File: src/rtl/line_band_scheduler_if.sv
// Video timing, downstream ready and line-memory control bundle of the band scheduler.
// master = timing source / downstream side, slave = scheduler.
interface line_band_scheduler_if #(
   parameter int LINE_NUM = 12,
   parameter int CNT_W    = 11
);
   logic                i_sync_h;
   logic                i_sync_v;
   logic                i_rd_ready;
   logic [LINE_NUM-1:0] o_wr_en;
   logic [LINE_NUM-1:0] o_line_full;
   logic                o_rd_en;
   logic [CNT_W-1:0]    o_rd_h_count;
   logic [CNT_W-1:0]    o_rd_v_base;
   logic                o_band_done;
   logic                o_overflow;
   logic [1:0]          o_state;

   modport master (
      output i_sync_h, i_sync_v, i_rd_ready,
      input  o_wr_en, o_line_full, o_rd_en, o_rd_h_count, o_rd_v_base,
             o_band_done, o_overflow, o_state
   );

   modport slave (
      input  i_sync_h, i_sync_v, i_rd_ready,
      output o_wr_en, o_line_full, o_rd_en, o_rd_h_count, o_rd_v_base,
             o_band_done, o_overflow, o_state
   );
endinterface

File: src/rtl/line_band_scheduler.sv
// Band buffer sequencer: round-robin line writes, one IMG_W-cycle read burst per full band.
// o_wr_en is combinational from registered wr_line; read side waits in WAIT until i_rd_ready.
module line_band_scheduler #(
   parameter int LINE_NUM = 12,
   parameter int IMG_W    = 1920,
   parameter int IMG_H    = 1080,
   parameter int CNT_W    = 11
) (
   input logic                  i_clk,
   input logic                  i_rst_n,
   line_band_scheduler_if.slave bus
);
   localparam int IDX_W = (LINE_NUM > 1) ? $clog2(LINE_NUM) : 1;
   localparam logic [IDX_W-1:0] LAST_LINE = IDX_W'(LINE_NUM - 1);
   localparam logic [CNT_W-1:0] LAST_PIX  = CNT_W'(IMG_W - 1);
   localparam logic [CNT_W:0]   LINE_STEP = (CNT_W + 1)'(LINE_NUM);
   localparam logic [CNT_W:0]   FRAME_H   = (CNT_W + 1)'(IMG_H);

   typedef enum logic [1:0] {
      IDLE = 2'd0,
      WAIT = 2'd1,
      READ = 2'd2,
      DONE = 2'd3
   } state_t;

   state_t              state;
   logic [IDX_W-1:0]    wr_line;
   logic                h_prev;
   logic                v_prev;
   logic [LINE_NUM-1:0] line_full;
   logic [CNT_W-1:0]    rd_h_count;
   logic [CNT_W-1:0]    rd_v_base;
   logic                rd_en;
   logic                band_done;
   logic                overflow;

   logic                line_end;
   logic                frame_start;
   logic                band_clear;
   logic                slot_busy;
   logic [LINE_NUM-1:0] line_onehot;
   logic [LINE_NUM-1:0] full_nxt;
   logic [CNT_W:0]      v_sum;

   assign line_end    = h_prev & ~bus.i_sync_h & bus.i_sync_v;
   assign frame_start = ~v_prev & bus.i_sync_v;
   assign band_clear  = (state == DONE);
   assign line_onehot = {{(LINE_NUM-1){1'b0}}, 1'b1} << wr_line;
   assign slot_busy   = |(line_full & line_onehot);
   assign v_sum       = {1'b0, rd_v_base} + LINE_STEP;

   // A line finishing on the DONE cycle must survive the band release.
   always_comb begin
      full_nxt = band_clear ? '0 : line_full;
      if (line_end) begin
         full_nxt = full_nxt | line_onehot;
      end
   end

   always_ff @(posedge i_clk) begin
      if (!i_rst_n) begin
         state      <= IDLE;
         wr_line    <= '0;
         h_prev     <= 1'b0;
         v_prev     <= 1'b0;
         line_full  <= '0;
         rd_h_count <= '0;
         rd_v_base  <= '0;
         rd_en      <= 1'b0;
         band_done  <= 1'b0;
         overflow   <= 1'b0;
      end else begin
         h_prev    <= bus.i_sync_h;
         v_prev    <= bus.i_sync_v;
         line_full <= full_nxt;
         band_done <= 1'b0;

         if (line_end && slot_busy && !band_clear) begin
            overflow <= 1'b1;
         end

         if (frame_start) begin
            wr_line <= '0;
         end else if (line_end) begin
            wr_line <= (wr_line == LAST_LINE) ? '0 : wr_line + 1'b1;
         end

         case (state)
            IDLE: begin
               if (&line_full) begin
                  state <= WAIT;
               end
            end
            WAIT: begin
               if (bus.i_rd_ready) begin
                  state      <= READ;
                  rd_en      <= 1'b1;
                  rd_h_count <= '0;
               end
            end
            READ: begin
               if (rd_h_count == LAST_PIX) begin
                  state     <= DONE;
                  rd_en     <= 1'b0;
                  band_done <= 1'b1;
               end else begin
                  rd_h_count <= rd_h_count + 1'b1;
               end
            end
            default: begin
               state <= IDLE;
            end
         endcase

         // Frame start takes priority over the band advance.
         if (frame_start) begin
            rd_v_base <= '0;
         end else if (band_clear) begin
            rd_v_base <= (v_sum >= FRAME_H) ? '0 : v_sum[CNT_W-1:0];
         end
      end
   end

   assign bus.o_wr_en      = (i_rst_n && bus.i_sync_h && bus.i_sync_v) ? line_onehot : '0;
   assign bus.o_line_full  = line_full;
   assign bus.o_rd_en      = rd_en;
   assign bus.o_rd_h_count = rd_h_count;
   assign bus.o_rd_v_base  = rd_v_base;
   assign bus.o_band_done  = band_done;
   assign bus.o_overflow   = overflow;
   assign bus.o_state      = state;
endmodule

File: src/flat_wrapper.sv
// flat-port wrapper written by rule: the top's interface ports become plain ports
module line_band_scheduler_flat 
#(
   parameter int LINE_NUM = 12,
   parameter int IMG_W    = 1920,
   parameter int IMG_H    = 1080,
   parameter int CNT_W    = 11
)
  (i_clk, i_rst_n, bus_i_sync_h, bus_i_sync_v, bus_i_rd_ready, bus_o_wr_en, bus_o_line_full, bus_o_rd_en, bus_o_rd_h_count, bus_o_rd_v_base, bus_o_band_done, bus_o_overflow, bus_o_state);
  line_band_scheduler_if #(.LINE_NUM(LINE_NUM), .CNT_W(CNT_W)) bus_i ();
  input logic i_clk;
  input logic i_rst_n;
  input wire logic [$bits(bus_i.i_sync_h)-1:0] bus_i_sync_h;
  input wire logic [$bits(bus_i.i_sync_v)-1:0] bus_i_sync_v;
  input wire logic [$bits(bus_i.i_rd_ready)-1:0] bus_i_rd_ready;
  output wire logic [$bits(bus_i.o_wr_en)-1:0] bus_o_wr_en;
  output wire logic [$bits(bus_i.o_line_full)-1:0] bus_o_line_full;
  output wire logic [$bits(bus_i.o_rd_en)-1:0] bus_o_rd_en;
  output wire logic [$bits(bus_i.o_rd_h_count)-1:0] bus_o_rd_h_count;
  output wire logic [$bits(bus_i.o_rd_v_base)-1:0] bus_o_rd_v_base;
  output wire logic [$bits(bus_i.o_band_done)-1:0] bus_o_band_done;
  output wire logic [$bits(bus_i.o_overflow)-1:0] bus_o_overflow;
  output wire logic [$bits(bus_i.o_state)-1:0] bus_o_state;
  assign bus_i.i_sync_h = bus_i_sync_h;
  assign bus_i.i_sync_v = bus_i_sync_v;
  assign bus_i.i_rd_ready = bus_i_rd_ready;
  assign bus_o_wr_en = bus_i.o_wr_en;
  assign bus_o_line_full = bus_i.o_line_full;
  assign bus_o_rd_en = bus_i.o_rd_en;
  assign bus_o_rd_h_count = bus_i.o_rd_h_count;
  assign bus_o_rd_v_base = bus_i.o_rd_v_base;
  assign bus_o_band_done = bus_i.o_band_done;
  assign bus_o_overflow = bus_i.o_overflow;
  assign bus_o_state = bus_i.o_state;
  line_band_scheduler #(.LINE_NUM(LINE_NUM), .IMG_W(IMG_W), .IMG_H(IMG_H), .CNT_W(CNT_W)) u_core (.i_clk(i_clk), .i_rst_n(i_rst_n), .bus(bus_i));
endmodule
File: config.mk
export PLATFORM = sky130hd
export DESIGN_NAME = line_band_scheduler_flat
export DESIGN_NICKNAME = d
export VERILOG_FILES = /design/src/rtl/line_band_scheduler_if.sv /design/src/rtl/line_band_scheduler.sv /design/src/flat_wrapper.sv
export SDC_FILE = /design/constraint.sdc
export NUM_CORES = 1
export LEC_CHECK = 0
export ABC_CLOCK_PERIOD_IN_PS = 5500
export CORE_MARGIN = 2
export CORE_UTILIZATION = 30
export CTS_CLUSTER_SIZE = 24
export DETAILED_ROUTE_END_ITERATION = 8
export DONT_BUFFER_PORTS = 1
export PLACE_DENSITY_LB_ADDON = 0.12
export SLEW_MARGIN = 20
export SYNTH_ARGS = -nofsm -noshare
export SYNTH_HDL_FRONTEND = slang
export SYNTH_SLANG_ARGS = --single-unit
export TNS_END_PERCENT = 100
File: constraint.sdc
create_clock -name i_clk -period 5.5 [get_ports i_clk]
set_clock_uncertainty 0.05 [all_clocks]
set_input_delay 1.65 -clock i_clk [delete_from_list [all_inputs] [get_ports i_clk]]
set_output_delay 1.65 -clock i_clk [all_outputs]
set_load 0.01 [all_outputs]
### Yosys cells after proc, flatten, opt, wreduce, memory -nomap -nowiden

Cells that the tools add are included.

* word-level logic and storage cells: 62
* bits in registers: 45
* input bits: 5

* bitwise logic cells: 8
* equal/unequal tests: 9
* $add $sub $neg: 3
* reduce and logical (&&, ||, !) cells: 14
* multiplexer cells: 16
* magnitude comparators: 1
* shift-type cells: 1

Operators with widths (count)
* $mux 12: 3
* $mux 11: 3
* $pmux 11 s2: 1
* $add 11x4->12 const B: 1
* $and 12x12->12: 1
* $ge 12x11->1 const B: 1
* $or 12x12->12: 1
* $reduce_and 12->1: 1
* $reduce_or 12->1: 1
* $shl 1x4->12 const A: 1
* $add 11x1->11 const B: 1
* $eq 11x11->1 const B: 1
* $reduce_and 3->1: 3
* $mux 2: 3
* $pmux 2 s3: 1
* $add 4x1->4 const B: 1
* $eq 2x2->1 const B: 2
* $eq 4x4->1 const B: 1
* $logic_and 1x1->1: 4
* $mux 4: 1
* $ne 2x1->1 const B: 2
* $ne 2x2->1 const B: 2
* $and 1x1->1: 3
* $mux 1: 3
* 8 further kinds: 10

### Longest topological paths before layout

Gate-level depths: netlist of the first run.

* depth in word-level cells: 5
* depth in mapped cells: 8
* depth with buffers taken out: 7

### Worst setup path before layout of the first run

Ideal clock, no wire load.

* path kind: in2out
* start: input i_rst_n
* end: output bus_o_wr_en[4]
* slack: 1.322 ns
* buffers on the path: 1
* stages: 5
* data arrival time: 2.478 ns
* required time: 3.800 ns
* cell sequence: clkbuf_1 > and2_1 > nand2_1 > nor2_1 > and3_1

* cells in the longest elaborated chain, start to end: 3

RTL lines
* start, declared: RTL line flat_wrapper.sv:12 `input logic i_rst_n;`
* $logic_and 1x1->1 (2 in series): RTL line line_band_scheduler.sv:124 `assign bus.o_wr_en = (i_rst_n && bus.i_sync_h && bus.i_sync_v) ? line_onehot : '0;`
* $mux 12: RTL line line_band_scheduler.sv:124
* end, declared: RTL line flat_wrapper.sv:16 `output wire logic [$bits(bus_i.o_wr_en)-1:0] bus_o_wr_en;`

Every way passes these cells.

### Final worst setup path of the first run

* start: input i_rst_n
* end: output bus_o_wr_en[5]

Same word-level chain as after synthesis.

==> summary.md, run 1 <==
| Metric | Value |
|---|---|
| Status | finished clean |
| Die height | 93.3 um |
| Crit-path leading delay family | simple AND/OR/NAND/NOR gates |
| Pwr dens | 243 nW/um2 |
| Commonest non-fill, non-tap cell in the layout | dfxtp_1 |
| Detailed Place HPWL | 4400 um |
| Pint | 0.474 mW |
| Max-cap violations | 0 |
| Hold Slack | 470 ps |
| Vias | 2008 |
| Hold Violations, Final | 0 |
| Maximum fanout along the worst path | 8 |
| IO Count | 56 |
| EDFF count, synth | 0 |
| Post-cts resize count | 0 |
| Final-report max-slew violation count | 0 |
| CTS tree | done |
| Num CTS Buffers | 5 |
| First-pass GRT wire length | 10400 um |
| RSZ-0062 raised after global routing | false |
| Clk slew on worst S/H paths | 90 ps |
| Via/cell ratio | 5.23 |
| Period utilisation layout | 73.7% |
| Switching share of total power | 24.3% |
| Largest net degree at the start of global routing | 19 |
| Commonest cells after routing, fill and taps aside | dfxtp_1, nor2_1, nand2_1 |
| Nets | 299 |
| Critical-path top delay cell | and3_1 |
| Synthesis-to-layout area growth | 7.52% |
| Hold Path Class | register to register |
| Synthesized area | 2390 um2 |
| N_diodes | 0 |
| Sw power | 0.152 mW |
| Initial antenna violation count | 0 |
| Worst-skew pair later-pin latency | 300 ps |
| Root Buffer | clkbuf_8 |
| Reg area | 861 um2 |
| Worst IR Drop VDD | 0.129 mV |
| Antenna-violating nets left | 0 |
| Gate Count Post-Synth | 287 |
| Min Clock Period, post-route | 4050 ps |
| Clock Sinks | 43 |
| Post-CTS Hold Buffers | 0 |
| Crit-path cells | and2_1 -> nand2_1 -> nor2_1 -> and3_1 |
| Sequential area share after synthesis | 35.9% |
| Achievable Freq | 0.247 GHz |
| Number of global-route vias before repair | 1997 |
| Multi-input logic area | 1410 um2 |
| Worst EP arrival | 2350 ps |
| Largest stage delay, worst path | 250 ps |
| Worst slew pin tran | 754 ps |
| 1st-pass router iterations | 4 |
| All-Layer GR Usage | 15.1% |
| DR top layer | met4 |
| Placed insts | 376 |
| H-tree depth | 2 |
| Library cells used by synthesis | 53 |
| DR WL met2 | 2800 um |
| Kind of critical path | input port to primary output |
| Ys flop type | dfxtp_1 |
| Crit path buf inv count | 0 |
| Met1 WL | 2880 um |
| Worst setup EP type | primary output |
| DRC viols | 0 |
| Post-CTS Setup Bufs | 0 |
| Clk buf depth | 2 |
| RePlAce Congestion | 0.761 |
| Core area | 7730 um2 |
| Req. time, crit path | 3800 ps |
| Comb pwr share | 5.9% |
| Final-layout fill cell count | 817 |
| Layout cells sized above 1 | 5.67% |
| Initial DRC count | 77 |
| Finished Layout Cells | 384 |
| Met3 WL | 281 um |
| Leakage power | 0.897 nW |
| Synthesized flop and latch total | 43 |
| Share of power burned in registers | 51.3% |
| Wire per inst | 15.7 um |
| Power share of the clock group | 42.7% |
| Die width | 93.3 um |
| Setup violations, final | 0 |
| Die footprint | 8710 um2 |
| Ys async rst share | 0% |
| TNS Setup | 0 ps |
| Port bufs | 0 |
| Row count | 32 |
| Startpoint type of the worst setup path | input port |
| Yosys warns | 0 |
| Starting Density | 31.0% |
| Slew HR | 49.4% |
| Final wirelength | 6040 um |
| Mean area per synthesized cell | 8.34 um2 |
| Total gr overflow | 0 |
layout make-up:
cell class,count,share of cell area (%)
multi-input cells,214,54.6
clock buffers,6,3.21
inverters,17,2.48
flip-flops and latches,43,33.4
well taps,102,4.96
clock inverters,2,1.36
power groups by stage:
stage	Combinational, mW	Sequential [mW]	Clock (mW)
final	0.0372	0.321	0.268
after CTS	0.0382	0.322	0.273
after floorplan	0.0315	0.327	0
after global placement	0.0382	0.329	0
after detailed placement	0.0380	0.329	0
after global routing	0.0445	0.323	0.286
synthesized netlist by cell type, drive strengths merged, types with 2 or more instances:
cell	n	share of area, %
xor2	5	1.8
o21ai	9	1.9
nand3b	4	1.3
a22oi	13	4.1
a2111oi	2	0.99
a311oi	3	1.8
and3	6	1.6
nand4	5	1.3
a31oi	4	1.0
ha	13	6.8
nand2	25	3.9
a21oi	11	2.5
nor3	8	1.7
mux2i	5	2.1
dfxtp	43	36
clkbuf	10	1.6
o22ai	2	0.52
xnor2	9	3.6
buf	4	1.3
nor2	39	6.1
nand3	9	1.9
a211oi	6	1.9
o31ai	3	0.94
and2	13	3.4
inv	16	2.5
worst paths after layout:
kind	startpoint	to	slack (ps)	cells after the start
setup / recovery	i_rst_n	bus_o_wr_en[5]	1450	4
setup reg to reg	u_core.bus.o_rd_v_base[2]	u_core.bus.o_rd_v_base[3]	3230	7
hold / removal	u_core.wr_line[1]	u_core.wr_line[1]	470	2
hold reg to reg	u_core.wr_line[1]	u_core.wr_line[1]	470	2
layer usage:
layer | vias up | global-route usage, %
met5 | - | 0
met4 | 0 | 4.41
met3 | 8 | 3.71
met2 | 44 | 24.7
met1 | 953 | 19.5
li1 | 1003 | -
stage by stage:
step	utilization, %	setup slack (ps)	area [um2]	power (mW)
after CTS	33.3	1430	2570	0.633
after detailed placement	31.8	1440	2460	0.367
after global routing	33.3	1340	2570	0.654
after global placement	31.8	1470	2460	0.367
final	33.3	1450	2570	0.626
after floorplan	-	1320	2400	0.358
flip-flops by register name, summed over array words and instances (netlist names):
| register | count |
|---|---|
| u_core.bus.o_line_full | 12 |
| u_core.bus.o_state | 2 |
| u_core.v_prev | 1 |
| u_core.wr_line | 4 |
| u_core.bus.o_rd_en | 1 |
| u_core.h_prev | 1 |
| u_core.bus.o_rd_v_base | 9 |
| u_core.bus.o_band_done | 1 |
| u_core.bus.o_overflow | 1 |
| u_core.bus.o_rd_h_count | 11 |
logic make-up (layout without fill, tap and decap cells):
group | after synthesis | in the layout | synth area share [%]
and+or+nand+nor | 118 | 118 | 24.7
AOI/OAI and AO/OA | 61 | 61 | 18.9
DFF | 43 | 43 | 35.9
buffers and inverters | 31 | 25 | 5.54
xor gates and xnor gates | 14 | 14 | 5.43
adders and majority gates | 13 | 13 | 6.79
muxes | 6 | 6 | 2.56
other | 1 | 2 | 0.157
worst min-delay path: stages (launching register included):
cell and delay [ps]:
dfxtp_1 360, nand2_1 70, a21oi_1 50
Power figures use the tool's default switching activity.
==> run 2, diff against run 1 <==
--- a/config.mk
+++ b/config.mk
@@ -5,7 +5,7 @@
 export SDC_FILE = /design/constraint.sdc
 export NUM_CORES = 1
 export LEC_CHECK = 0
-export ABC_CLOCK_PERIOD_IN_PS = 5500
+export ABC_CLOCK_PERIOD_IN_PS = 3800
 export CORE_MARGIN = 2
 export CORE_UTILIZATION = 30
 export CTS_CLUSTER_SIZE = 24
==> constraint.sdc (replaced) <==
create_clock -name i_clk -period 3.8 [get_ports i_clk]
set_clock_uncertainty 0.05 [all_clocks]
set_input_delay 1.14 -clock i_clk [delete_from_list [all_inputs] [get_ports i_clk]]
set_output_delay 1.14 -clock i_clk [all_outputs]
set_load 0.01 [all_outputs]
==> summary.md, run 2 (same netlist as run 1, synthesis figures left out) <==
| Metric | Value |
|---|---|
| IO Count | 56 (unchanged) |
| Detailed Place HPWL | 4410 um (+0.25%) |
| Post-cts resize count | 0 (unchanged) |
| TNS Setup | 0 ps (unchanged) |
| All-Layer GR Usage | 14.8% (-0.24 points) |
| Startpoint type of the worst setup path | input port |
| RSZ-0062 raised after global routing | false |
| Wire per inst | 15.7 um (-0.24%) |
| N_diodes | 0 (unchanged) |
| Max-cap violations | 0 (unchanged) |
| CTS tree | done |
| Vias | 2000 (-0.40%) |
| Finished Layout Cells | 385 (+0.26%) |
| Die footprint | 8710 um2 (unchanged) |
| Crit-path cells | and2_1 -> nand2_1 -> nor2_1 -> and3_1 |
| Critical R2R Launch | u_core.bus.o_state[0] |
| RR Endpoint | u_core.bus.o_rd_h_count[8] |
| FF-to-FF path depth | 7 (unchanged) |
| Max reg flops | 12 (unchanged) |
| Via/cell ratio | 5.19 (-0.66%) |
| Post-CTS Setup Bufs | 0 (unchanged) |
| Commonest cells after routing, fill and taps aside | dfxtp_1, nor2_1, nand2_1 |
| Min Clock Period, post-route | 3040 ps |
| Pwr dens | 346 nW/um2 (+42%) |
| Core area | 7730 um2 (unchanged) |
| Layout cells sized above 1 | 6.01% (+0.33 points) |
| Port bufs | 0 (unchanged) |
| Largest net degree at the start of global routing | 19 (unchanged) |
| Reg area | 861 um2 (unchanged) |
| Commonest non-fill, non-tap cell in the layout | dfxtp_1 |
| Leakage power | 0.902 nW (+0.61%) |
| Worst IR Drop VDD | 0.188 mV (+46%) |
| H-tree depth | 2 (unchanged) |
| Number of global-route vias before repair | 1962 (-1.8%) |
| Die width | 93.3 um (unchanged) |
| Row count | 32 (unchanged) |
| Initial DRC count | 113 (+47%) |
| Clk buf depth | 2 (unchanged) |
| Die height | 93.3 um (unchanged) |
| Placed insts | 377 (+0.27%) |
| Final wirelength | 6040 um (about the same) |
| Crit path buf inv count | 0 (unchanged) |
| Slew HR | 53.3% (+4.0 points) |
| Synthesis-to-layout area growth | 7.84% |
| Multi-input logic area | 1410 um2 (unchanged) |
| Num CTS Buffers | 5 (unchanged) |
| Hold Path Origin | u_core.wr_line[1] |
| RePlAce Congestion | 0.764 (+0.43%) |
| Critical-path top delay cell | and3_1 |
| Largest stage delay, worst path | 250 ps (about the same) |
| Worst EP arrival | 1850 ps (-500 ps) |
| Crit-path leading delay family | simple AND/OR/NAND/NOR gates |
| Worst-skew pair later-pin latency | 300 ps (about the same) |
| 1st-pass router iterations | 4 (unchanged) |
| Hold Path Class | register to register |
| Initial antenna violation count | 0 (unchanged) |
| Clk slew on worst S/H paths | 90 ps (about the same) |
| Req. time, crit path | 2610 ps (-1190 ps) |
| Total gr overflow | 0 (unchanged) |
| DRC viols | 0 (unchanged) |
| Worst setup EP type | primary output |
| First-pass GRT wire length | 10400 um (-0.27%) |
| Worst slew pin tran | 680 ps (-73.8 ps) |
| Final-report max-slew violation count | 0 (unchanged) |
| Crit. Startpoint | i_rst_n |
| Hold path depth | 2 (unchanged) |
| Setup violations, final | 0 (unchanged) |
| Starting Density | 31.0% (unchanged) |
| Hold Violations, Final | 0 (unchanged) |
| Nets | 300 (+0.33%) |
| FF-to-FF setup slack | 1520 ps (-1710 ps) |
| Achievable Freq | 0.329 GHz |
| Antenna-violating nets left | 0 (unchanged) |
| Clock Sinks | 43 (unchanged) |
| Post-CTS Hold Buffers | 0 (unchanged) |
| Kind of critical path | input port to primary output |
| Final-layout fill cell count | 822 (+0.61%) |
| Maximum fanout along the worst path | 8 (unchanged) |
| Period utilisation layout | 79.9% |
| Root Buffer | clkbuf_8 |
| Status | finished clean |
| Hold EP | u_core.wr_line[1] |
[run 2: where the power goes]
group,internal (mW),switching (mW)
sequential,0.456,0.00953
combinational,0.0169,0.0367
clock,0.213,0.163
total,0.686,0.209
[run 2: cell type report]
cell class | count | share of cell area, %
multi-input combinational | 214 | 54.4
sequential | 43 | 33.3
tap | 102 | 4.94
clock buffer | 6 | 3.20
inverter | 17 | 2.47
clock inverter | 2 | 1.36
timing repair buffer | 1 | 0.291
[run 2: stage by stage]
| step | util, % | total power [mW] | cell area [um2] | hold WS (ps) | setup slack, ps |
|---|---|---|---|---|---|
| after floorplan | - | 0.519 | 2400 | 430 | 642 |
| after global placement | 31.9 | 0.531 | 2460 | 460 | 789 |
| after detailed placement | 31.9 | 0.531 | 2460 | 464 | 754 |
| after CTS | 33.4 | 0.912 | 2580 | 476 | 753 |
| after global routing | 33.4 | 0.945 | 2580 | 522 | 653 |
| final | 33.4 | 0.895 | 2580 | 471 | 765 |
[run 2: routing by layer]
metal	vias to the layer above	global-route usage, %	wire (um)
li1	995	-	-
met1	958	19.4	2820
met2	42	23.9	2790
met3	5	4.43	384
met4	0	3.68	46
met5	-	0	0
[run 2: tightest hold or removal path: stages, from the launching register on]
cell	delay (ps)
dfxtp_1	360
nand2_1	70
a21oi_1	60
[run 2: how the worst max path moves through the flow]
stage,depth (start not counted),end
finish,4,bus_o_wr_en[6]
global route,4,bus_o_wr_en[5]
CTS,4,bus_o_wr_en[6]
detailed placement,4,bus_o_wr_en[6]
global placement,4,bus_o_wr_en[5]
floorplan,5,bus_o_wr_en[4]
